--- config.mk ---
export PLATFORM = sky130hd
export DESIGN_NAME = sa_feeder
export DESIGN_NICKNAME = d
export VERILOG_FILES = /design/src/rtl/sa_pkg.sv /design/src/rtl/sa_skew_lane.sv /design/src/rtl/sa_feeder.sv
export SDC_FILE = /design/constraint.sdc
export NUM_CORES = 1
export LEC_CHECK = 0
export CAP_MARGIN = 20
export CORE_MARGIN = 5
export CORE_UTILIZATION = 35
export CTS_CLUSTER_DIAMETER = 120
export DETAILED_ROUTE_END_ITERATION = 7
export DONT_BUFFER_PORTS = 1
export PLACE_DENSITY = 0.52
export REMOVE_ABC_BUFFERS = 1
export SLEW_MARGIN = 20
export SYNTH_ARGS = -nofsm -noshare
export SYNTH_HDL_FRONTEND = slang
export SYNTH_HIERARCHICAL = 1
export SYNTH_SLANG_ARGS = --single-unit
export TNS_END_PERCENT = 20
--- constraint.sdc ---
create_clock -name i_clk -period 2.04 [get_ports i_clk]
set_input_delay 0.51 -clock i_clk [delete_from_list [all_inputs] [get_ports i_clk]]
set_output_delay 0.51 -clock i_clk [all_outputs]
set_load 0.05 [all_outputs]
--- src/rtl/sa_pkg.sv ---
// Shared types and sizing helpers for the systolic-array edge feeder.
package sa_pkg;

   localparam int unsigned SA_N = 4;
   localparam int unsigned SA_W = 8;
   localparam int unsigned FEED_CYCLES = 3 * SA_N - 2;

   typedef enum logic [1:0] {
      IDLE,
      FEED,
      DONE
   } state_t;

   function automatic int unsigned cnt_width(input int unsigned n);
      return $clog2(3 * n - 1);
   endfunction

   function automatic int unsigned feed_cycles(input int unsigned n);
      return 3 * n - 2;
   endfunction

endpackage

--- src/rtl/sa_skew_lane.sv ---
// One skewed edge lane: presents element (count - LANE) of its row/column, or zero.
module sa_skew_lane
   import sa_pkg::*;
#(
   parameter int unsigned N    = SA_N,
   parameter int unsigned W    = SA_W,
   parameter int unsigned LANE = 0,
   parameter int unsigned CW   = cnt_width(N)
) (
   input  logic [CW-1:0]  i_count,
   input  logic [N*W-1:0] i_elems,
   output logic [W-1:0]   o_elem
);

   always_comb begin
      o_elem = '0;
      for (int unsigned k = 0; k < N; k++) begin
         if ({{(32 - CW){1'b0}}, i_count} == LANE + k) begin
            o_elem = i_elems[k*W +: W];
         end
      end
   end

endmodule

--- src/rtl/sa_feeder.sv ---
// Latches two NxN operands on start and streams them skewed into the PE grid edges.
module sa_feeder
   import sa_pkg::*;
#(
   parameter int unsigned N = SA_N,
   parameter int unsigned W = SA_W
) (
   input  logic             i_clk,
   input  logic             i_arst_n,
   input  logic             i_start,
   input  logic [N*N*W-1:0] i_matA,
   input  logic [N*N*W-1:0] i_matB,
   output logic             o_ready,
   output logic             o_doProcess,
   output logic [N*W-1:0]   o_a,
   output logic [N*W-1:0]   o_b,
   output logic             o_done
);

   localparam int unsigned    CW   = cnt_width(N);
   localparam logic [CW-1:0]  LAST = CW'(feed_cycles(N) - 1);

   state_t           r_state, w_state_nxt;
   logic [CW-1:0]    r_count, w_count_nxt;
   logic [N*N*W-1:0] r_matA, r_matB;
   logic [N*N*W-1:0] w_matBT;
   logic [N*W-1:0]   w_lane_a, w_lane_b;
   logic             w_accept;

   always_ff @(posedge i_clk or negedge i_arst_n) begin
      if (!i_arst_n) begin
         r_state <= IDLE;
         r_count <= '0;
         r_matA  <= '0;
         r_matB  <= '0;
      end else begin
         r_state <= w_state_nxt;
         r_count <= w_count_nxt;
         if (w_accept) begin
            r_matA <= i_matA;
            r_matB <= i_matB;
         end
      end
   end

   always_comb begin
      w_state_nxt = r_state;
      w_count_nxt = r_count;
      w_accept    = 1'b0;
      o_ready     = 1'b0;
      o_doProcess = 1'b0;
      o_done      = 1'b0;
      unique case (r_state)
         IDLE: begin
            o_ready = 1'b1;
            if (i_start) begin
               w_accept    = 1'b1;
               w_count_nxt = '0;
               w_state_nxt = FEED;
            end
         end
         FEED: begin
            o_doProcess = 1'b1;
            if (r_count == LAST) begin
               w_count_nxt = '0;
               w_state_nxt = DONE;
            end else begin
               w_count_nxt = r_count + CW'(1);
            end
         end
         DONE: begin
            o_done      = 1'b1;
            w_state_nxt = IDLE;
         end
         default: w_state_nxt = IDLE;
      endcase
   end

   // Column c of B is scattered across rows; transpose so each B lane sees a contiguous vector.
   for (genvar g = 0; g < N; g++) begin : g_lane
      for (genvar k = 0; k < N; k++) begin : g_tr
         assign w_matBT[(g*N+k)*W +: W] = r_matB[(k*N+g)*W +: W];
      end

      sa_skew_lane #(.N(N), .W(W), .LANE(g), .CW(CW)) u_lane_a (
         .i_count (r_count),
         .i_elems (r_matA[g*N*W +: N*W]),
         .o_elem  (w_lane_a[g*W +: W])
      );

      sa_skew_lane #(.N(N), .W(W), .LANE(g), .CW(CW)) u_lane_b (
         .i_count (r_count),
         .i_elems (w_matBT[g*N*W +: N*W]),
         .o_elem  (w_lane_b[g*W +: W])
      );
   end

   assign o_a = (r_state == FEED) ? w_lane_a : '0;
   assign o_b = (r_state == FEED) ? w_lane_b : '0;

endmodule

==> run_results.csv <==
group,metric,value,unit
yosys,yosysWarnings,6,
die,fp.dieArea,41900,µm²
die,start_util,35.3,%
yosys,synth.area.mux_share,33.0,%
clock_tree,clk_pin_slew,0.06,ns
clock_tree,clock_latency,0.56,ns
setup_path,worstSetupPathType,"register to output pin",
setup_path,worstSetupStartpointType,"register",
placed_design,routabilityCongestion,0.770,
setup_path,rr_worst_depth,5,
sta,setup_viol,65,
finish,area_growth,28.9,%
sta,holdWs,-0.354,ns
detailed_routing,antenna_left,0,
sta,finalCritPeriodShare,137,%
clock_tree,cts_max_level,1,
power,ir_worst_vdd,1.29,mV
yosys,synthAdderAreaFrac,0.188,%
grt,grt_pass1_vias,8472,
outcome,violations,"negative hold slack, negative setup slack",
power,p_leak,7.47,nW
setup_path,worstReg2RegEnd,"r_matA[119]",
yosys,synth_edf_count,0,
clock_tree,cts_made_buffers,31,
grt,grt_pass1_wl,52700,µm
clock_tree,clockBufferDepth,3,
grt,overflow,0,
setup_path,path_max_fanout,8,
yosys,yosys.area_share.simple,6.36,%
detailed_routing,wl,34900,µm
detailed_routing,vias,7782,
detailed_routing,drtPass1Iterations,4,
sta,clock_skew,0.00841,ns
detailed_routing,detail_route.wl_per_cell,22.4,µm
yosys,ys_ff_latch,262,
finish,final_common_cell,"dfrtp_1",
detailed_routing,routed_via_density,4.99,
outcome,status,"finished, violations left",
placed_design,dp_hpwl,24300,µm
finish,stdcell_count,1559,
setup_path,crit_path_end_kind,"output pin",
die,coreArea,37600,µm²
finish,drive_above_1_share,54.2,%
clock_tree,clock-sinks,262,
clock_tree,clockRootBuffer,"clkbuf_16",
power,p_per_area,2030,nW/µm²
sta,worstMarginPinSlew,0.405,ns
power,finalPower,34.8,mW
power,p_sw_share,35.2,%
sta,relSlewSlack,72.9,%
grt,grt_max_degree,263,
die,num_rows,71,
yosys,syn_avg_cell_area,14.5,µm²
yosys,yosys.area_share.xor_xnor,0,%
yosys,synth_top_area_cell,"dfrtp_1",
setup_path,crit_family,"simple AND/OR/NAND/NOR gates",
yosys,synth_cell_types,35,
setup_path,worstPathRequired,1.53,ns
yosys,synth_top_family_by_area,"multiplexers",
yosys,ys.flop_type,"dfrtp_1",
yosys,synth_cells,915,
detailed_routing,drc,0,
power,p_comb_share,55.4,%
setup_path,worst_path_largest_cell_delay,0.49,ns
yosys,synth_area,13300,µm²
yosys,synth_compound_area_share,6.50,%
yosys,synthArstFlopShare,100,%
sta,slew_violations,0,
yosys,yosys.area.top_type_share,49.4,%
run,drv_cap,0,
placed_design,place_inst,1494,
placed_design,portBuffers,0,
sta,setup_ws,-0.746,ns
grt,antenna_found_initial,0,
setup_path,cp.arrival,2.28,ns
power,p_clk_share,17.4,%
finish,n_antenna_cell,0,
clock_tree,cts_tree,"built",
setup_path,cp_slowest_cell,"dfrtp_4",
grt,track_usage,16.0,%
yosys,synth.area.top_cells,"dfrtp_1, mux2_4, mux2i_1",
sta,fin_crit,2.79,ns
die,die_w,205,µm
setup_path,path_buf_inv,3,
finish,nNetsFinal,1285,
sta,rsz0062_at_grt,"yes",
setup_path,crit_top_cell,"buf_6",
sta,finalHoldViolCount,262,
setup_path,r2r_slack,0.29,ns
setup_path,reg2reg_from,"r_state[0]",
power,seqPwrFrac,27.2,%
yosys,ys_seq_area_share,49.4,%
finish,final_cell_mix,"dfrtp_1, mux2_4, buf_12",
die,num_io_pins,326,
power,p_switching,12.3,mW
power,p_int,22.6,mW
die,fp.dieH,205,µm
setup_path,crit_chain,"buf_6 -> buf_6 -> or3b_4 -> o22ai_2 -> and2_4 -> buf_12",
worst_hold_path,hp-class,"primary input to asynchronous set/reset pin",
sta,max_freq,359,MHz
detailed_routing,drt_iter0_drc,273,
[cell type report]
class	count	area [µm²]
fill	3347	20500
clock inverter	20	287
multi-input combinational	585	6510
sequential	262	6570
tap	511	639
clock buffer	37	838
timing repair buffer	140	2260
inverter	4	15.0
[what timing repair did]
| action | in CTS | in global routing |
|---|---|---|
| endpoints found under the hold margin | 262 | 262 |
| endpoints found under the setup margin | 65 | 65 |
| pin swaps | 24 | 9 |
| gates resized for setup | 110 | 45 |
| setup buffers | 8 | 0 |
| cloned | 0 | 0 |
[Yosys cell counts (all sizes together), types with 8 or more instances]
cell     number
dfrtp       262
mux2        256
and2         65
mux2i        64
buf          56
o22ai        33
o21ai        28
nand2        22
a21oi        16
a22oi        16
o221ai       16
nor2         11
nand2b       10
a32o          8
clkbuf        8
o2bb2ai       8
[logic make-up (layout without fill, tap and decap cells)]
group                      after synthesis  in the layout
muxes                                  320            320
buffers and inverters                   68            201
adders and majority gates                2              2
AOI/OAI and AO/OA                      129            129
and+or+nand+nor                        134            134
DFF                                    262            262
[how the worst max path moves through the flow]
stage	startpoint	to	slack (ns)	depth (start not counted)
final	r_count[0]	o_a[4]	-0.75	6
after global routing	r_count[0]	o_a[14]	-0.84	7
after CTS	r_count[3]	o_a[8]	-0.79	8
after detailed placement	r_count[3]	o_a[9]	-0.33	8
after global placement	r_count[3]	o_a[9]	-0.33	8
after floorplan	r_state[0]	r_matA[109]	-9.27	3
[per-layer routing]
metal,global-route usage [%],wire (µm),up-vias
li1,-,-,3543
met1,21.0,14600,3951
met2,25.8,16300,238
met3,5.71,3190,50
met4,3.52,779,0
met5,0,0,-
[through the flow]
stage           TNS, ns  utilization (%)  area (µm²)  setup WS (ns)  hold slack, ns
5_1_grt          -49.15             45.5       17100         -0.835          -0.395
4_1_cts          -46.91             45.1       16900         -0.791          -0.406
3_3_place_gp     -11.45             41.1       15400         -0.334           0.221
3_5_place_dp     -11.78             41.1       15400         -0.330           0.221
6_report         -42.64             45.5       17100         -0.746          -0.354
2_1_floorplan  -2464.62                -       12700          -9.27           0.214
[registers in the layout (all words and copies together) (netlist names)]
signal / cells
r_matA: 128
r_matB: 128
r_count: 4
r_state: 2
[power by group through the flow]
stage	clock network, mW	logic, mW	registers, mW
2_1_floorplan	0	11.3	9.40
3_3_place_gp	0	17.5	9.48
3_5_place_dp	0	17.6	9.51
4_1_cts	6.26	19.0	9.44
5_1_grt	6.48	20.3	9.77
6_report	6.06	19.3	9.47
No activity file was read; power rests on OpenSTA's default activity.
